===== src/rtl/sop_eval_pkg.sv =====
// Shared types and reset constants for the sequential sum-of-products evaluator.
package sop_eval_pkg;

    localparam int SOP_N_IN = 4;

    typedef enum logic [1:0] {
        IDLE = 2'd0,
        SCAN = 2'd1,
        DONE = 2'd2
    } state_t;

    // One product term at the default input width
    typedef struct packed {
        logic                act;
        logic [SOP_N_IN-1:0] care;
        logic [SOP_N_IN-1:0] val;
    } sop_term_t;

    localparam sop_term_t SOP_TERM_RST = '0;
    localparam logic      SOP_Y_RST    = 1'b0;

endpackage


===== src/rtl/sop_term_match.sv =====
// Single product-term comparator: a term matches when it is active and every cared-for literal agrees.
module sop_term_match #(
    parameter int N_IN = 4
) (
    input  logic [N_IN-1:0] vec_i,
    input  logic [N_IN-1:0] care_i,
    input  logic [N_IN-1:0] val_i,
    input  logic            act_i,
    output logic            match_o
);

    assign match_o = act_i && (((vec_i ^ val_i) & care_i) == '0);

endmodule


===== src/rtl/sop_eval_seq.sv =====
// Programmable SOP evaluator: loadable term table scanned one term per cycle by a small FSM.
// Define SOP_EARLY_EXIT_EN to finish the scan at the first matching term.
module sop_eval_seq
    import sop_eval_pkg::*;
#(
    parameter int N_IN      = SOP_N_IN,
    parameter int NUM_TERMS = 8,
    parameter int IDX_W     = $clog2(NUM_TERMS)
) (
    input  logic             clk,
    input  logic             rst_n,
    input  logic             wr_en,
    input  logic [IDX_W-1:0] wr_idx,
    input  logic             wr_act,
    input  logic [N_IN-1:0]  wr_care,
    input  logic [N_IN-1:0]  wr_val,
    input  logic             start,
    input  logic [N_IN-1:0]  in_vec,
    output logic             busy,
    output logic             done,
    output logic             y,
    output logic [IDX_W-1:0] hit_idx
);

    typedef struct packed {
        logic            act;
        logic [N_IN-1:0] care;
        logic [N_IN-1:0] val;
    } term_t;

    localparam logic [IDX_W-1:0] LAST_IDX = IDX_W'(NUM_TERMS - 1);

    state_t           state_q, state_d;
    logic [IDX_W-1:0] idx_q, idx_d;
    logic [IDX_W-1:0] hit_q, hit_d;
    logic [N_IN-1:0]  vec_q, vec_d;
    logic             y_q, y_d;
    term_t            table_q [NUM_TERMS];
    term_t            cur_term;
    logic             match;
    logic             wr_ok;

    // The table is frozen while a scan is running so results never mix two table versions
    assign wr_ok = wr_en && (state_q == IDLE);

    always_ff @(posedge clk) begin
        if (!rst_n) begin
            for (int i = 0; i < NUM_TERMS; i++) begin
                table_q[i] <= '0;
            end
        end else if (wr_ok) begin
            for (int i = 0; i < NUM_TERMS; i++) begin
                if (wr_idx == IDX_W'(i)) begin
                    table_q[i] <= '{act: wr_act, care: wr_care, val: wr_val};
                end
            end
        end
    end

    assign cur_term = table_q[idx_q];

    sop_term_match #(
        .N_IN(N_IN)
    ) u_match (
        .vec_i  (vec_q),
        .care_i (cur_term.care),
        .val_i  (cur_term.val),
        .act_i  (cur_term.act),
        .match_o(match)
    );

    always_ff @(posedge clk) begin
        if (!rst_n) begin
            state_q <= IDLE;
            idx_q   <= '0;
            hit_q   <= '0;
            vec_q   <= '0;
            y_q     <= SOP_Y_RST;
        end else begin
            state_q <= state_d;
            idx_q   <= idx_d;
            hit_q   <= hit_d;
            vec_q   <= vec_d;
            y_q     <= y_d;
        end
    end

    // y_q doubles as the "already hit" flag so only the lowest matching index is kept
    always_comb begin
        state_d = state_q;
        idx_d   = idx_q;
        hit_d   = hit_q;
        vec_d   = vec_q;
        y_d     = y_q;
        case (state_q)
            IDLE: begin
                if (start) begin
                    state_d = SCAN;
                    idx_d   = '0;
                    vec_d   = in_vec;
                    y_d     = 1'b0;
                    hit_d   = '0;
                end
            end
            SCAN: begin
                if (match && !y_q) begin
                    y_d   = 1'b1;
                    hit_d = idx_q;
                end
`ifdef SOP_EARLY_EXIT_EN
                if (match || (idx_q == LAST_IDX)) begin
`else
                if (idx_q == LAST_IDX) begin
`endif
                    state_d = DONE;
                    idx_d   = '0;
                end else begin
                    idx_d = idx_q + IDX_W'(1);
                end
            end
            DONE: begin
                state_d = IDLE;
            end
            default: begin
                state_d = IDLE;
            end
        endcase
    end

    assign busy    = (state_q != IDLE);
    assign done    = (state_q == DONE);
    assign y       = y_q;
    assign hit_idx = hit_q;

endmodule

===== config.mk =====
export PLATFORM = sky130hd
export DESIGN_NAME = sop_eval_seq
export DESIGN_NICKNAME = d
export VERILOG_FILES = /design/src/rtl/sop_eval_pkg.sv /design/src/rtl/sop_term_match.sv /design/src/rtl/sop_eval_seq.sv
export SDC_FILE = /design/constraint.sdc
export NUM_CORES = 1
export LEC_CHECK = 0
export ABC_AREA = 1
export BUFFER_PORTS_ARGS = -buffer_cell sky130_fd_sc_hd__clkbuf_2
export CAP_MARGIN = 0
export CORE_ASPECT_RATIO = 0.5
export CORE_MARGIN = 2
export CORE_UTILIZATION = 60
export CTS_BUF_LIST = sky130_fd_sc_hd__clkbuf_16
export CTS_CLUSTER_DIAMETER = 50
export CTS_CLUSTER_SIZE = 14
export DETAILED_ROUTE_END_ITERATION = 8
export PLACE_DENSITY = 0.77
export SLEW_MARGIN = 0
export SYNTH_ARGS = -nofsm -noshare
export SYNTH_HDL_FRONTEND = slang
export SYNTH_HIERARCHICAL = 1
export SYNTH_SLANG_ARGS = --single-unit

===== constraint.sdc =====
create_clock -name clk -period 2.7 [get_ports clk]
set_input_delay 0.135 -clock clk [delete_from_list [all_inputs] [get_ports clk]]
set_output_delay 0.135 -clock clk [all_outputs]
set_load 0.005 [all_outputs]

==> results of run 1 <==
## routing by layer
metal	GRT usage, %	up-vias
met4	8.28	0
met5	0	-
met1	36.5	1402
li1	-	1533
met2	38.6	143
met3	6.20	16
## placed cells by master, fill, tap and decap left out
cell | netlist | layout
a21oi_1 | 8 | 8
inv_1 | 41 | 43
clkbuf_16 | 0 | 9
clkinv_1 | 2 | 4
dfxtp_1 | 16 | 16
nand3_1 | 19 | 19
edfxtp_1 | 72 | 72
nand2_4 | 5 | 5
nor2_4 | 3 | 3
ha_1 | 2 | 2
nand2_1 | 207 | 207
nor4_1 | 1 | 1
nor2_8 | 1 | 1
nand2_2 | 3 | 3
clkbuf_2 | 0 | 25
inv_2 | 1 | 1
clkinv_2 | 0 | 2
buf_4 | 4 | 3
nor2_1 | 69 | 69
inv_4 | 1 | 1
or2_1 | 2 | 2
nand3_2 | 1 | 1
o21ai_0 | 5 | 5
bufinv_16 | 0 | 1
## cells by family (layout without fill, tap and decap cells)
kind of cell / Yosys count / after routing
adders and majority gates: 2 / 2
AOI/OAI and AO/OA: 13 / 13
and+or+nand+nor: 311 / 311
DFF: 88 / 88
buffers and inverters: 58 / 89
## how the worst min path moves through the flow
stage / slack (ps) / end / depth (start not counted)
finish: 40 / vec_q[2] / 3
detailed placement: 390 / vec_q[2] / 3
global placement: 390 / vec_q[2] / 3
global route: 50 / vec_q[2] / 3
floorplan: 300 / vec_q[0] / 2
CTS: 40 / vec_q[2] / 3
## critical path: cells and delay by family (launching register included)
kind            cells  cell delay, ps
buf+inv             3             480
flops               1             310
simple gates       11            1180
compound gates      1              70
## power by group through the flow
stage / Clock (mW) / Combinational [mW] / Sequential [mW]
after global routing: 1.25 / 0.306 / 1.56
after CTS: 1.18 / 0.271 / 1.56
after global placement: 0 / 0.266 / 1.59
after floorplan: 0 / 0.191 / 1.58
final: 1.18 / 0.273 / 1.56
after detailed placement: 0 / 0.269 / 1.59
## final cells by class
type | instances | share of cell area (%)
Multi-Input combinational cell | 326 | 30.1
Sequential cell | 88 | 54.3
Tap cell | 92 | 2.52
Clock buffer | 9 | 4.92
Timing Repair Buffer | 28 | 3.23
Clock inverter | 7 | 1.20
Inverter | 45 | 3.75
## stage by stage
stage / total power, mW / worst slack (ps)
floorplan: 1.77 / 815
global placement: 1.85 / 645
detailed placement: 1.86 / 553
CTS: 3.01 / 537
global route: 3.12 / 277
finish: 3.01 / 517
## cells in the mapped netlist (all sizes together)
cell | n | area [um2]
a21oi | 8 | 40.0
buf | 12 | 70.1
clkbuf | 1 | 3.75
clkinv | 2 | 7.51
dfxtp | 16 | 320
edfxtp | 72 | 2160
ha | 2 | 25.0
inv | 43 | 164
nand2 | 215 | 852
nand3 | 20 | 105
nor2 | 73 | 313
nor4 | 1 | 6.26
o21ai | 5 | 25.0
or2 | 2 | 12.5
## flip-flops by register name, indices dropped and copies added (netlist names), named ones only
name,flops
table_q,72
vec_q,4
idx_q,3
hit_idx,3
state_q,2
y,1
==> summary.md, run 1 <==
| Metric | Value |
|---|---|
| Worst skew pair latency | `340 ps` |
| Fin. Hold Viols | `0` |
| # diodes | `0` |
| Grt ovf | `0` |
| PD cells | `659 nW/um2` |
| Max layer used | `met4` |
| Relative slew slack | `67.4%` |
| Hold path start | `in_vec[2]` |
| Die Ht | `62.5 um` |
| IO buf count | `25` |
| RSZ-0062 raised after global routing | `no` |
| Final WL | `8740 um` |
| CP endpoint kind | `flop` |
| Crit-path cells | `buf_4, inv_2, nand2_1, nand2_1, nand2_1, nand2_1, or2_1, nand3_1, nand2_1, nor2_1, inv_1, nor2_1, nand2_1, nand3_1, a21oi_1` |
| Synthesized cell area | `4110 um2` |
| Die ar. | `7560 um2` |
| Max VDD drop | `0.551 mV` |
| TritonCTS buffer count | `9` |
| Psw | `0.704 mW` |
| Fill cells | `520` |
| Postcts setup bufs | `0` |
| Maximum number of pins on one net before global-route repair | `37` |
| Setup Skew | `5.60 ps` |
| Core area | `6650 um2` |
| Wire per inst | `14.7 um` |
| Slowest-stage cell, CP | `dfxtp_1` |
| Routed Antenna Nets | `0` |
| Syn. warnings | `6` |
| Fin util | `68.8%` |
| Run status | `completed` |
| CP required | `2920 ps` |
| Synth Register Bits | `88` |
| TritonCTS sink count | `88` |
| Starting density of the core | `61.8%` |
| Cells after DPL | `579` |
| Max-cap check violation count | `0` |
| Fmax | `458 MHz` |
| Post-Synth XOR/XNOR Area | `0%` |
| Aggregate global-route resource usage | `25.5%` |
| Comb pwr share | `9.0%` |
| Area occupied by multi-input gates | `1380 um2` |
| Crit path time final | `2180 ps` |
| Initial antenna violation count | `0` |
| Drc violations | `0` |
| Combinational family with the most area after synthesis | `simple AND/OR/NAND/NOR gates` |
| Hold WS | `40.1 ps` |
| Synth Area per Inst | `8.70 um2` |
| Worst slew pin tran | `488 ps` |
| Leakage | `2.17 nW` |
| WS Path Type | `reg -> reg` |
| Max Slew Vio Count | `0` |
| Period utilization | `80.9%` |
| Worst r2r dst | `hit_idx[0]` |
| R2R Setup Slk | `520 ps` |
| Root Buffer | `clkbuf_16` |
| Routability cong. | `0.929` |
| # resized after CTS | `0` |
| Cell mode on critical path | `nand2_1` |
| Clock power frac | `39.2%` |
| DR pass1 iterations | `6` |
| Met1 wire length | `3900 um` |
| Maximum clock path buffer count | `2` |
| Hpwl dp | `5990 um` |
| Post-Synth Simple-Gate Area | `31.4%` |
| Synth Area in Adders | `0.609%` |
| Compound-Gate Fraction of Synth Area | `1.58%` |
| Nets | `520` |
| Worst min-delay path category | `in -> reg` |
| DR vias/cell | `5.20` |
| Yosys cell types | `22` |
| Area Overhead vs Synth | `11.4%` |
| Design Area, Final | `4580 um2` |
| DP Area | `4300 um2` |
| Register area | `2480 um2` |
| CP peak stage delay | `310 ps` |
| Hold_buf cts | `0` |
| Die X | `121 um` |
| Mux cell area share after synthesis | `0%` |
| Vias in the first global route | `2,954` |
| Final Non-Filler Cells | `595` |
| Post-Syn Instances | `472` |
| Detailed-routed wire length on met3 | `801 um` |
| First-pass GRT wire length | `14,300 um` |
| Worst Path Max Fanout | `19` |
| Row count | `21` |
| WP data arrival | `2410 ps` |
| Last element of the critical path | `hit_idx[0]` |
| Syn nets | `494` |
| Seq pwr share | `51.7%` |
| Htree depth | `3` |
| Met2 WL | `3940 um` |
| Sw Ratio | `23.4%` |
| Layout cells sized above 1 | `10.9%` |
| Initial DRC Count | `343` |
| Final TNS setup | `0 ps` |
| Vias | `3,094` |
| Crit start category | `flop` |
| I/O pins | `26` |
| R2r worst-path depth | `15` |
| CTS tree | `done` |
| P_int | `2.31 mW` |
| Clock-pin slew on the worst setup and hold paths | `60 ps` |
| Setup-failing EPs final | `0` |
| Post-synthesis sequential area ratio | `60.5%` |
No activity file was read; power rests on OpenSTA's default activity.
==> inputs of run 2 (changes only) <==
--- a/config.mk
+++ b/config.mk
@@ -10,12 +10,12 @@
 export CAP_MARGIN = 0
 export CORE_ASPECT_RATIO = 0.5
 export CORE_MARGIN = 2
-export CORE_UTILIZATION = 60
+export CORE_UTILIZATION = 54
 export CTS_BUF_LIST = sky130_fd_sc_hd__clkbuf_16
 export CTS_CLUSTER_DIAMETER = 50
 export CTS_CLUSTER_SIZE = 14
 export DETAILED_ROUTE_END_ITERATION = 8
-export PLACE_DENSITY = 0.77
+export PLACE_DENSITY = 0.73
 export SLEW_MARGIN = 0
 export SYNTH_ARGS = -nofsm -noshare
 export SYNTH_HDL_FRONTEND = slang
==> constraint.sdc (replaced) <==
create_clock -name clk -period 2 [get_ports clk]
set_input_delay 0.1 -clock clk [delete_from_list [all_inputs] [get_ports clk]]
set_output_delay 0.1 -clock clk [all_outputs]
set_load 0.005 [all_outputs]
==> summary.md, run 2 (synthesis gave the netlist of run 1 again) <==
| Metric | Value |
|---|---|
| Run status | `completed` |
| PD cells | `842 nW/um2 (+28%)` |
| Psw | `1.02 mW (+44%)` |
| Routed Antenna Nets | `0 (unchanged)` |
| Die Ht | `65.7 um (+5.1%)` |
| Most frequent cells in the layout | `nand2_1, edfxtp_1, nor2_1` |
| Clock power frac | `38.3% (-0.9 points)` |
| First-pass GRT wire length | `14,400 um (+0.58%)` |
| Initial DRC Count | `338 (-1.5%)` |
| Starting density of the core | `55.9% (-5.9 points)` |
| Design Area, Final | `4940 um2 (+8.0%)` |
| DP Area | `4440 um2 (+3.3%)` |
| Max-cap check violation count | `0 (unchanged)` |
| Max VDD drop | `0.927 mV (+68%)` |
| WP buf/inv | `3 (unchanged)` |
| Worst slew pin tran | `505 ps (+16.9 ps)` |
| Maximum clock path buffer count | `2 (unchanged)` |
| Biggest registers after layout | `table_q (72), vec_q (4)` |
| Final TNS setup | `0 ps (unchanged)` |
| R2r worst-path depth | `17 (+2)` |
| WS Path Type | `reg -> reg` |
| Row count | `22 (+4.8%)` |
| Wire per inst | `15.2 um (+3.2%)` |
| Leakage | `2.34 nW (+7.7%)` |
| DR pass1 iterations | `5 (-1)` |
| Aggregate global-route resource usage | `23.7% (-1.8 points)` |
| Comb pwr share | `11.0% (+2.0 points)` |
| DR vias/cell | `5.16 (-0.71%)` |
| Die X | `127 um (+5.2%)` |
| Worst min-delay path category | `in -> reg` |
| Fill cells | `558 (+7.3%)` |
| Crit start category | `flop` |
| Layout cells sized above 1 | `19.7% (+8.8 points)` |
| CP required | `2230 ps (-690 ps)` |
| Maximum number of pins on one net before global-route repair | `23 (-38%)` |
| CTS tree | `done` |
| Fin. Hold Viols | `0 (unchanged)` |
| Setup-failing EPs final | `0 (unchanged)` |
| TritonCTS sink count | `88 (unchanged)` |
| Final Non-Filler Cells | `619 (+4.0%)` |
| Max reg flops | `72 (unchanged)` |
| Max Slew Vio Count | `0 (unchanged)` |
| CP peak stage delay | `400 ps (+90 ps)` |
| Seq pwr share | `50.7% (-1.0 points)` |
| Htree depth | `3 (unchanged)` |
| Hold Crit Depth | `3 (unchanged)` |
| Clock-pin slew on the worst setup and hold paths | `60 ps (about the same)` |
| Final WL | `9390 um (+7.4%)` |
| Drc violations | `0 (unchanged)` |
| Grt ovf | `0 (unchanged)` |
| Hpwl dp | `6110 um (+2.1%)` |
| Crit path time final | `1970 ps (-211 ps)` |
| Top reg by flops | `table_q` |
| Area occupied by multi-input gates | `1480 um2 (+7.4%)` |
| Core area | `7350 um2 (+11%)` |
| Cell mode on critical path | `nand2_1` |
| Root Buffer | `clkbuf_16` |
| Commonest non-fill, non-tap cell in the layout | `nand2_1` |
| Worst Path Max Fanout | `5 (-14)` |
| CP endpoint kind | `flop` |
| TritonCTS buffer count | `9 (unchanged)` |
| Area Overhead vs Synth | `20.4%` |
| Relative slew slack | `66.3% (-1.1 points)` |
| Fmax | `507 MHz (+11%)` |
| Vias in the first global route | `2,873 (-2.7%)` |
| # diodes | `0 (unchanged)` |
| Setup Skew | `7.19 ps (+1.59 ps)` |
| Hold WS | `5.74 ps (-34.4 ps)` |
| Slowest-stage cell, CP | `dfxtp_4` |
| Nets | `540 (+3.8%)` |
| Initial antenna violation count | `0 (unchanged)` |
| Register area | `2490 um2 (+0.15%)` |
| RSZ-0062 raised after global routing | `yes` |
| I/O pins | `26 (unchanged)` |
| Worst skew pair latency | `350 ps (about the same)` |
| Sw Ratio | `24.4% (+1.1 points)` |
| Delay-heaviest family, CP | `simple AND/OR/NAND/NOR gates` |
| IO buf count | `25 (unchanged)` |
| Hold_buf cts | `0 (unchanged)` |
| P_int | `3.15 mW (+36%)` |
| Critical path depth | `17 (+2)` |
| Routability cong. | `0.850 (-8.5%)` |
| Crit-path cells | `inv_8, clkbuf_16, nand2_1, nand2_1, nand2_1, nand2_1, nand2_1, nand2_1, or2_1, nand3_2, nand2_2, nor2_4, inv_2, nor2_4, nand2_4, nand3_2, a21oi_2` |
| Vias | `3,196 (+3.3%)` |
| Cells after DPL | `596 (+2.9%)` |
| Die ar. | `8360 um2 (+11%)` |
| WP data arrival | `2200 ps (-210 ps)` |
| Period utilization | `98.6% (+18 points)` |
| Fin util | `67.3% (-1.6 points)` |
==> run 2: per-stage QoR <==
stage / power, mW / setup WS, ps
floorplan: 2.39 / 115
global placement: 2.53 / -116
detailed placement: 2.53 / -152
CTS: 4.10 / 1.23
global route: 4.31 / -97.7
finish: 4.16 / 27.8
==> run 2: path summary, 6_finish.rpt <==
check,startpoint,to,slack [ps]
min,in_vec[3],vec_q[3],6
max reg2reg,flop,hit_idx[1],30
max,flop,hit_idx[1],30
min reg2reg,hit_idx[2],hit_idx[2],470
==> run 2: layout make-up <==
cell class                      instances  share of cell area, %
Clock inverter                          6                  0.633
Timing Repair Buffer                   48                   8.07
Clock buffer                           10                   5.06
Inverter                               45                   3.57
Sequential cell                        88                   50.3
Multi-Input combinational cell        326                   29.9
Tap cell                               96                   2.43
==> run 2: power groups by stage <==
stage,registers [mW],logic (mW),clock network [mW]
finish,2.11,0.459,1.59
global route,2.12,0.507,1.68
CTS,2.11,0.398,1.60
detailed placement,2.14,0.390,0
global placement,2.14,0.383,0
floorplan,2.13,0.258,0
==> run 2: routing by layer <==
layer  vias up  track usage, %  part of all wire (%)
met3        14            6.35                   6.7
li1       1573               -                     -
met2       123            38.0                    46
met5         -               0                     0
met1      1486            31.8                    46
met4         0            7.69                   1.5
==> run 2: repair_timing <==
action	CTS	global route
resized for setup	5	31
setup buffers	0	4
pin swaps	1	18
setup endpoints to repair	4	4
gates cloned	0	3
==> run 2: worst register-to-register path, cell delays in order (launching register included) <==
cell and delay, ps:
dfxtp_4 400, inv_8 70, clkbuf_16 150, nand2_1 50, nand2_1 50, nand2_1 50
nand2_1 50, nand2_1 70, nand2_1 80, or2_1 230, nand3_2 70, nand2_2 60
nor2_4 100, inv_2 60, nor2_4 140, nand2_4 90, nand3_2 80, a21oi_2 60
